File: config.mk
export PLATFORM = sky130hd
export DESIGN_NAME = inv_mix_columns_ctrl
export DESIGN_NICKNAME = d
export VERILOG_FILES = /design/src/rtl/inv_mix_columns_ctrl_pkg.sv /design/src/rtl/inv_mix_columns_ctrl_capture.sv /design/src/rtl/inv_mix_columns_ctrl.sv
export SDC_FILE = /design/constraint.sdc
export NUM_CORES = 1
export LEC_CHECK = 0
export ABC_AREA = 1
export CORE_ASPECT_RATIO = 0.8
export CORE_MARGIN = 3
export CORE_UTILIZATION = 49
export DETAILED_ROUTE_END_ITERATION = 10
export PLACE_DENSITY = 0.92
export SLEW_MARGIN = 40
export SYNTH_ARGS = -nofsm -noshare
export SYNTH_HDL_FRONTEND = slang
export SYNTH_SLANG_ARGS = --single-unit
File: constraint.sdc
create_clock -name clock -period 2.1 [get_ports clock]
set_input_delay 0.315 -clock clock [delete_from_list [all_inputs] [get_ports clock]]
set_output_delay 0.315 -clock clock [all_outputs]
set_load 0.05 [all_outputs]
File: src/rtl/inv_mix_columns_ctrl_pkg.sv
// Shared definitions for the inverse MixColumns sequencer: FSM encoding,
// state geometry and datapath accumulate masks.
// Optional feature macro: INV_MIX_COLUMNS_BYPASS_EN (see inv_mix_columns_ctrl).
package inv_mix_columns_ctrl_pkg;

    typedef enum logic [1:0] {
        IDLE  = 2'd0,
        ISSUE = 2'd1,
        DRAIN = 2'd2,
        HOLD  = 2'd3
    } fsm_state_t;

    localparam int STATE_BYTES = 16;
    localparam int COL_BYTES   = 4;
    localparam int STATE_BITS  = STATE_BYTES * 8;
    localparam int CNT_W       = $clog2(STATE_BYTES);
    localparam int COL_SEL_W   = $clog2(COL_BYTES);

    localparam logic [7:0] DP_MASK_ACC = 8'hFF;
    localparam logic [7:0] DP_MASK_CLR = 8'h00;

endpackage

File: src/rtl/inv_mix_columns_ctrl_capture.sv
// Capture side of the inverse MixColumns sequencer: a DP_LAT-deep delay line
// of the issue strobe marks the cycle each datapath result byte is valid;
// those bytes are shifted into a 128-bit assembly register in order 0..15.
module inv_mix_columns_capture
    import inv_mix_columns_ctrl_pkg::*;
#(
    parameter int DP_LAT = 4
) (
    input  logic                  clock,
    input  logic                  reset_n,
    input  logic                  issue,
    input  logic [7:0]            dp_out_byte,
    output logic                  capture_last,
    output logic [STATE_BITS-1:0] assembled
);

    logic [DP_LAT-1:0] dly_reg;
    logic [DP_LAT-1:0] dly_next;
    logic [CNT_W-1:0]  cap_cnt_reg;
    logic              capture;

    // Delay line: stage 0 takes the issue strobe, every later stage the one before.
    for (genvar gi = 0; gi < DP_LAT; gi++) begin : g_dly
        if (gi == 0) begin : g_head
            assign dly_next[gi] = issue;
        end else begin : g_tail
            assign dly_next[gi] = dly_reg[gi-1];
        end
    end

    assign capture      = dly_reg[DP_LAT-1];
    assign capture_last = capture && (cap_cnt_reg == CNT_W'(STATE_BYTES - 1));

    // Advance the delay line; on a capture cycle shift the result byte in and count it.
    always_ff @(posedge clock) begin
        if (!reset_n) begin
            dly_reg     <= '0;
            cap_cnt_reg <= '0;
            assembled   <= '0;
        end else begin
            dly_reg <= dly_next;
            if (capture) begin
                cap_cnt_reg <= cap_cnt_reg + 1'b1;
                assembled   <= {assembled[STATE_BITS-9:0], dp_out_byte};
            end
        end
    end

endmodule

File: src/rtl/inv_mix_columns_ctrl.sv
// Byte-serial inverse MixColumns sequencer. Accepts a 128-bit state, feeds it
// column-major to an external datapath with a per-byte accumulate mask, and
// reassembles the returned bytes into the result.
// Optional feature macro: INV_MIX_COLUMNS_BYPASS_EN adds a 'bypass' input that
// passes the state through unchanged with identical timing (final round).
module inv_mix_columns_ctrl
    import inv_mix_columns_ctrl_pkg::*;
#(
    parameter int DP_LAT = 4
) (
    input  logic                  clock,
    input  logic                  reset_n,
    input  logic                  in_valid,
    output logic                  in_ready,
    input  logic [STATE_BITS-1:0] in_state,
`ifdef INV_MIX_COLUMNS_BYPASS_EN
    input  logic                  bypass,
`endif
    output logic                  out_valid,
    input  logic                  out_ready,
    output logic [STATE_BITS-1:0] out_state,
    output logic                  busy,
    output logic [7:0]            dp_in_byte,
    output logic                  dp_ready,
    output logic [7:0]            dp_enable,
    input  logic [7:0]            dp_out_byte
);

    fsm_state_t            state_reg;
    fsm_state_t            state_next;
    logic [CNT_W-1:0]      issue_cnt_reg;
    logic [STATE_BITS-1:0] shift_reg;
    logic                  capture_last;
    logic [STATE_BITS-1:0] assembled;
    logic                  issuing;

`ifdef INV_MIX_COLUMNS_BYPASS_EN
    logic                  bypass_reg;
`endif

    assign issuing = (state_reg == ISSUE);

    // State register plus input shift register. The shift register rotates so
    // that after 16 issues it again holds the original state (used by bypass).
    always_ff @(posedge clock) begin
        if (!reset_n) begin
            state_reg     <= IDLE;
            issue_cnt_reg <= '0;
            shift_reg     <= '0;
`ifdef INV_MIX_COLUMNS_BYPASS_EN
            bypass_reg    <= 1'b0;
`endif
        end else begin
            state_reg <= state_next;
            if (state_reg == IDLE && in_valid) begin
                shift_reg     <= in_state;
                issue_cnt_reg <= '0;
`ifdef INV_MIX_COLUMNS_BYPASS_EN
                bypass_reg    <= bypass;
`endif
            end else if (issuing) begin
                shift_reg     <= {shift_reg[STATE_BITS-9:0], shift_reg[STATE_BITS-1 -: 8]};
                issue_cnt_reg <= issue_cnt_reg + 1'b1;
            end
        end
    end

    // Next-state and output decode.
    always_comb begin
        state_next = state_reg;
        in_ready   = 1'b0;
        busy       = 1'b1;
        out_valid  = 1'b0;
        dp_in_byte = 8'h00;
        dp_ready   = 1'b0;
        dp_enable  = DP_MASK_CLR;
        case (state_reg)
            IDLE: begin
                in_ready = 1'b1;
                busy     = 1'b0;
                if (in_valid) state_next = ISSUE;
            end
            ISSUE: begin
                dp_in_byte = shift_reg[STATE_BITS-1 -: 8];
`ifdef INV_MIX_COLUMNS_BYPASS_EN
                dp_ready   = !bypass_reg;
`else
                dp_ready   = 1'b1;
`endif
                // First byte of each column restarts the accumulation chain.
                dp_enable  = (issue_cnt_reg[COL_SEL_W-1:0] == '0) ? DP_MASK_CLR : DP_MASK_ACC;
                if (issue_cnt_reg == CNT_W'(STATE_BYTES - 1)) state_next = DRAIN;
            end
            DRAIN: begin
                if (capture_last) state_next = HOLD;
            end
            HOLD: begin
                out_valid = 1'b1;
                if (out_ready) state_next = IDLE;
            end
            default: state_next = IDLE;
        endcase
    end

    // Capture timing follows the issue window so bypass keeps identical latency.
    inv_mix_columns_capture #(
        .DP_LAT(DP_LAT)
    ) u_capture (
        .clock       (clock),
        .reset_n     (reset_n),
        .issue       (issuing),
        .dp_out_byte (dp_out_byte),
        .capture_last(capture_last),
        .assembled   (assembled)
    );

`ifdef INV_MIX_COLUMNS_BYPASS_EN
    assign out_state = bypass_reg ? shift_reg : assembled;
`else
    assign out_state = assembled;
`endif

endmodule

Yosys cells after proc, flatten, opt, wreduce, memory -nomap -nowiden. Cells that the tools add are included.

Output and inout port bits: 148. Logic and storage cells: 39. Flip-flop bits (word level): 270. Input port bits: 140.

Mux-type cells: 14. Bitwise gates (word level): 1. Reductions and logical operators: 7. $add $sub $neg: 2. Equal/unequal tests: 9.

Operators with widths (number): 128-bit 2-to-1 mux (2); 8-bit 2-to-1 mux (3); 4-bit by 1-bit adder with 4-bit output, second input constant (2); 4-bit equality test, second input constant (2); 2-bit 2-to-1 mux (4); 2-bit != test, second input constant (4); 2-bit case mux with 4 select lines (1); 2-bit equality test, second input constant (2); 2-bit logical NOT (2); 1-bit 2-to-1 mux (4); 4-bit AND reduction (1); 2-bit by 1-bit equality test with 1-bit output, second input constant (1); 1-bit logical AND (2); 2-bit nonzero test (1); 2-bit OR reduction (1); 1-bit inverter (1).

Logic depth before layout (Yosys ltp).
Depth in word-level cells: 4. Depth in mapped cells: 9. Mapped depth without buffers: 9.

Modules after synthesis. Synthesis repeated with hierarchy kept, for this count alone.

Cell total of the unflattened synthesis: 1378. Area total of the unflattened synthesis: 10597.7 sq um.

Modules (own cells, without submodules): inv_mix_columns_ctrl (instances 1, cells an instance 785, sequential area each 2682.6 sq um, area each 5853.1 sq um); inv_mix_columns_capture (instances 1, cells an instance 593, sequential area each 2722.6 sq um, area each 4744.6 sq um).

Worst setup path before layout. No wires, ideal clock.

Path type: register -> output. Start: register state_reg[1]. End: output dp_enable[1]. Data arrival time: 2593 ps. Required time: 1785 ps. Path buffers: 3. Cell stages (with the launch flop): 8. Path slack: -808 ps. Cell sequence: dfxtp_1 inv_1 ha_1 inv_2 buf_2 buf_2 nor2_1 buf_4.

Word-level cells in the longest chain between the ends: 2.

Ends and longest elaborated chain: start: declaration (line inv_mix_columns_ctrl.sv:29) `fsm_state_t state_reg;`; start signal: assignment (line inv_mix_columns_ctrl.sv:54) `state_reg <= state_next;`; 2-bit by 1-bit equality test with 1-bit output (line inv_mix_columns_ctrl.sv:77) `case (state_reg)`; 8-bit 2-to-1 mux (line inv_mix_columns_ctrl.sv:77); end: declaration (line inv_mix_columns_ctrl.sv:25) `output logic [7:0] dp_enable,`.

No other way between the ends.

Final worst setup path.
Start: register state_reg[1]. End: output dp_in_byte[0].

Word-level cells in the longest chain between the ends: 2.

Ends and longest elaborated chain: 2-bit by 1-bit equality test with 1-bit output (line inv_mix_columns_ctrl.sv:77); 8-bit 2-to-1 mux (line inv_mix_columns_ctrl.sv:77); end: declaration (line inv_mix_columns_ctrl.sv:23) `output logic [7:0] dp_in_byte,`.

No other way between the ends.

==> impl_results.html <==
<table>
<tr><th>Metric</th><th>Value</th></tr>
<tr><th colspan="2">Setup path</th></tr>
<tr><td>Largest fanout on the critical path</td><td>21</td></tr>
<tr><td>Req. time, crit path</td><td>1.78 ns</td></tr>
<tr><td>Critical path arrival</td><td>~1.8 ns</td></tr>
<tr><td>WS Path Type</td><td>reg -&gt; out</td></tr>
<tr><td>Critical Path End Type</td><td>primary output</td></tr>
<tr><td>Worst reg2reg path depth</td><td>6</td></tr>
<tr><td>Startpoint Class</td><td>flop</td></tr>
<tr><th colspan="2">Status</th></tr>
<tr><td>Status</td><td>complete, no violations</td></tr>
<tr><th colspan="2">Clocking</th></tr>
<tr><td>Hold Buf Count CTS</td><td>0</td></tr>
<tr><td>Sink count of the clock tree</td><td>270</td></tr>
<tr><td>TritonCTS clock tree</td><td>yes</td></tr>
<tr><td>Clock latency on the worst-skew pair</td><td>0.52 ns</td></tr>
<tr><td>Longest Clk Path Bufs</td><td>3</td></tr>
<tr><td>Clock transition time at the flip-flop clock pins of the worst setup and hold paths</td><td>0.06 ns</td></tr>
<tr><td>Maximum level of the CTS H-tree</td><td>1</td></tr>
<tr><td>Clock root cell</td><td>sky130_fd_sc_hd__clkbuf_16</td></tr>
<tr><td>Clock buffer count from CTS</td><td>26</td></tr>
<tr><th colspan="2">Place</th></tr>
<tr><td>Number of placed instances with taps included</td><td>around 1,900</td></tr>
<tr><td>Hpwl dp</td><td>21.5 mm</td></tr>
<tr><td>Final weighted congestion in routability-driven placement</td><td>0.825</td></tr>
<tr><td>PortBufs</td><td>287</td></tr>
<tr><th colspan="2">Power</th></tr>
<tr><td>Internal</td><td>10.7 mW</td></tr>
<tr><td>Clk pwr share</td><td>26.3%</td></tr>
<tr><td>Sequential share of power</td><td>roughly two fifths</td></tr>
<tr><td>Total power</td><td>17.1 mW</td></tr>
<tr><td>P_sw</td><td>approximately 6.3 mW</td></tr>
<tr><td>Net switching share of the total power</td><td>37.1%</td></tr>
<tr><td>Share of power burned in combinational logic</td><td>34.9%</td></tr>
<tr><td>Leak</td><td>between 6 and 7 nW</td></tr>
<tr><td>Ratio of total power to cell area</td><td>1130 nW/um^2</td></tr>
<tr><td>Max rail drop VDD</td><td>0.748 mV</td></tr>
<tr><th colspan="2">Synthesis</th></tr>
<tr><td>Post-synth top area share</td><td>47.9%</td></tr>
<tr><td>Mapped Area</td><td>11,300 sq um</td></tr>
<tr><td>Post-Synthesis Net Count</td><td>1,522</td></tr>
<tr><td>Sequential cell area fraction in the yosys report</td><td>47.9%</td></tr>
<tr><td>Most area-consuming cells after synthesis</td><td>sky130_fd_sc_hd__dfxtp_1, sky130_fd_sc_hd__a21oi_2, sky130_fd_sc_hd__o21ai_0, sky130_fd_sc_hd__nor2_1, sky130_fd_sc_hd__nand2_1</td></tr>
<tr><td>Count of state elements after synthesis</td><td>270</td></tr>
<tr><td>Number of distinct standard cells referenced by the synthesized netlist</td><td>24</td></tr>
<tr><td>Number of instances in the synthesized netlist</td><td>1,374</td></tr>
<tr><td>Most area-hungry cell type in the Yosys netlist</td><td>sky130_fd_sc_hd__dfxtp_1</td></tr>
<tr><td>Synth Area per Inst</td><td>8.22 sq um</td></tr>
<tr><td>Yosys synthesis warning count</td><td>0</td></tr>
<tr><th colspan="2">Drt</th></tr>
<tr><td>First DRT Iteration DRCs</td><td>approximately 1,100</td></tr>
<tr><td>Routed wire length on met3</td><td>3.48 mm</td></tr>
<tr><td>Routed wire length</td><td>33.5 mm</td></tr>
<tr><td>Vias per inst</td><td>approximately 5.5</td></tr>
<tr><td>Antenna viol nets, final</td><td>0</td></tr>
<tr><td>Count of vias placed by the detailed router</td><td>10,500</td></tr>
<tr><td>Routed metal-1 wirelength</td><td>13.3 mm</td></tr>
<tr><td>Detailed-route wire length per cell</td><td>17.5 um</td></tr>
<tr><td>Detailed-route DRC error count</td><td>0</td></tr>
<tr><td>Amount of wire on met2 after detailed routing</td><td>15.9 mm</td></tr>
<tr><td>Length of the first detailed-routing pass in iterations</td><td>6</td></tr>
<tr><td>Max layer used</td><td>met5</td></tr>
<tr><th colspan="2">Floorplan</th></tr>
<tr><td>Standard cell core area</td><td>roughly 23,000 sq um</td></tr>
<tr><td>Number of rows in the core area</td><td>49</td></tr>
<tr><td>Area of the die</td><td>between 20,000 and 25,000 sq um</td></tr>
<tr><td>Die height</td><td>142 um</td></tr>
<tr><td>I/O pin count</td><td>288</td></tr>
<tr><td>Effective utilization at floorplan</td><td>50.0%</td></tr>
<tr><td>Die X</td><td>176 um</td></tr>
<tr><th colspan="2">STA</th></tr>
<tr><td>Final period demand of the worst path</td><td>2.10 ns</td></tr>
<tr><td>Total Negative Setup Slacks</td><td>0 ns</td></tr>
<tr><td>Worst relative slew slack</td><td>61.5%</td></tr>
<tr><td>Fmax</td><td>between 0.4 and 0.5 GHz</td></tr>
<tr><td>Worst Tran Pin Value</td><td>0.576 ns</td></tr>
<tr><td>Final cycle utilization of the critical path</td><td>99.8%</td></tr>
<tr><td>Final Max Slew Viols</td><td>0</td></tr>
<tr><td>Setup clock skew after layout</td><td>0.0157 ns</td></tr>
<tr><td>RSZ-0062 raised after global routing</td><td>yes</td></tr>
<tr><td>Count of final hold-check violations</td><td>0</td></tr>
<tr><td>Total setup violations reported at the end of the flow</td><td>0</td></tr>
<tr><th colspan="2">GRT</th></tr>
<tr><td>Gr usage total</td><td>25.4%</td></tr>
<tr><td>Total gr overflow</td><td>0</td></tr>
<tr><td>Number of antenna violations at the first check in global routing</td><td>1</td></tr>
<tr><td>Maximum number of pins on one net before global-route repair</td><td>146</td></tr>
<tr><td>Wire length of the first global-routing pass</td><td>52.9 mm</td></tr>
<tr><td>Number of global-route vias before repair</td><td>10,300</td></tr>
<tr><th colspan="2">Layout</th></tr>
<tr><td>Layout area overhead</td><td>34.2%</td></tr>
<tr><td>Most frequent standard cell in the layout excluding fill and tap cells</td><td>sky130_fd_sc_hd__nor2_1</td></tr>
<tr><td>Fraction of layout cells with a size suffix above 1</td><td>15.9%</td></tr>
<tr><td>Final antenna diode count</td><td>0</td></tr>
<tr><td>Most frequent cells in the layout</td><td>sky130_fd_sc_hd__nor2_1, sky130_fd_sc_hd__dfxtp_1, sky130_fd_sc_hd__o21ai_0</td></tr>
<tr><td>Final non-filler cell total</td><td>between 1,500 and 2,000</td></tr>
<tr><td>Final Net Count</td><td>~1,700</td></tr>
<tr><th colspan="2">Flow run</th></tr>
<tr><td>Reported max-cap violation count</td><td>0</td></tr>
<tr><th colspan="2">Hold path</th></tr>
<tr><td>Worst min path class</td><td>in -&gt; reg</td></tr>
<tr><td>Cell count of the worst hold path</td><td>3</td></tr>
</table>
[path summary, 6_finish.rpt]
check / endpoint / slack, ns / from
min reg2reg: u_capture.dly_reg[3] / 0.41 / u_capture.dly_reg[2]
min: shift_reg[96] / 0.08 / reset_n
max reg2reg: shift_reg[27] / 0.29 / state_reg[0]
max: dp_in_byte[0] / 0.004 / state_reg[1]
[critical path: stages (launching register included)]
cell	delay, ns
sky130_fd_sc_hd__dfxtp_2	0.34
sky130_fd_sc_hd__inv_2	0.08
sky130_fd_sc_hd__ha_4	0.22
sky130_fd_sc_hd__buf_6	0.22
sky130_fd_sc_hd__nand2_1	0.13
sky130_fd_sc_hd__inv_1	0.12
sky130_fd_sc_hd__buf_12	0.14
[cells by family after synthesis]
| family | after synthesis | synth area share, % |
|---|---|---|
| buf+inv | 148 | 8.27 |
| fa+ha+maj | 8 | 0.887 |
| simple gates | 450 | 15.4 |
| flops | 270 | 47.9 |
| xor+xnor | 1 | 0.0776 |
| compound gates | 497 | 27.5 |
[per-layer routing]
metal	global-route usage (%)	vias up
met3	9.02	77
met5	0	-
li1	-	5002
met2	42.8	435
met4	6.37	2
met1	31.1	4943
[power by group through the flow]
| stage | clock network (mW) | logic (mW) | registers [mW] |
|---|---|---|---|
| detailed placement | 0 | 5.88 | 6.69 |
| global placement | 0 | 5.66 | 6.67 |
| CTS | 4.56 | 5.98 | 6.60 |
| floorplan | 0 | 4.39 | 6.83 |
| finish | 4.49 | 5.97 | 6.63 |
| global route | 4.77 | 6.47 | 6.70 |
[synth_stat cells]
cell                       count
sky130_fd_sc_hd__dfxtp_1     270
sky130_fd_sc_hd__nor2_1      270
sky130_fd_sc_hd__o21ai_0     229
sky130_fd_sc_hd__nand2_1     163
sky130_fd_sc_hd__a21oi_2     160
sky130_fd_sc_hd__a21oi_1      69
sky130_fd_sc_hd__clkbuf_1     47
sky130_fd_sc_hd__buf_2        28
sky130_fd_sc_hd__inv_1        24
sky130_fd_sc_hd__o21ai_1      22
sky130_fd_sc_hd__buf_4        19
sky130_fd_sc_hd__a31oi_1      17
sky130_fd_sc_hd__buf_6        16
sky130_fd_sc_hd__nand3_1      12
sky130_fd_sc_hd__buf_12        9
sky130_fd_sc_hd__ha_1          8
sky130_fd_sc_hd__inv_2         3
sky130_fd_sc_hd__nand4_1       2
sky130_fd_sc_hd__and3_1        1
sky130_fd_sc_hd__buf_1         1
sky130_fd_sc_hd__inv_6         1
sky130_fd_sc_hd__nor2_8        1
sky130_fd_sc_hd__nor3_2        1
sky130_fd_sc_hd__xor2_1        1
[layout make-up]
| type | instances | area [sq um] |
|---|---|---|
| fill | 1676 | 7410 |
| sequential | 270 | 5410 |
| multi-input combinational | 956 | 4980 |
| timing repair buffer | 310 | 3450 |
| clock buffer | 39 | 761 |
| tap | 306 | 383 |
| inverter | 28 | 114 |
| clock inverter | 9 | 55.1 |
[what timing repair did]
| item | in CTS | in global routing |
|---|---|---|
| endpoints found under the setup margin | 26 | 52 |
| setup buffers | 2 | 0 |
| pin swaps | 0 | 0 |
| gates resized for setup | 17 | 35 |
[per-stage QoR]
| step | setup WS [ns] | area (sq um) | hold WS [ns] | utilization, % |
|---|---|---|---|---|
| finish | 0.00433 | 15200 | 0.0780 | 67.2 |
| global route | -0.0595 | 15200 | 0.0664 | 67.2 |
| CTS | 0.000927 | 15100 | 0.0577 | 66.8 |
| detailed placement | 0.254 | 14200 | 0.400 | 63.0 |
| global placement | 0.305 | 14200 | 0.403 | 63.0 |
| floorplan | 0.0444 | 11300 | 0.390 | - |
(Power assumes the default switching activity.)
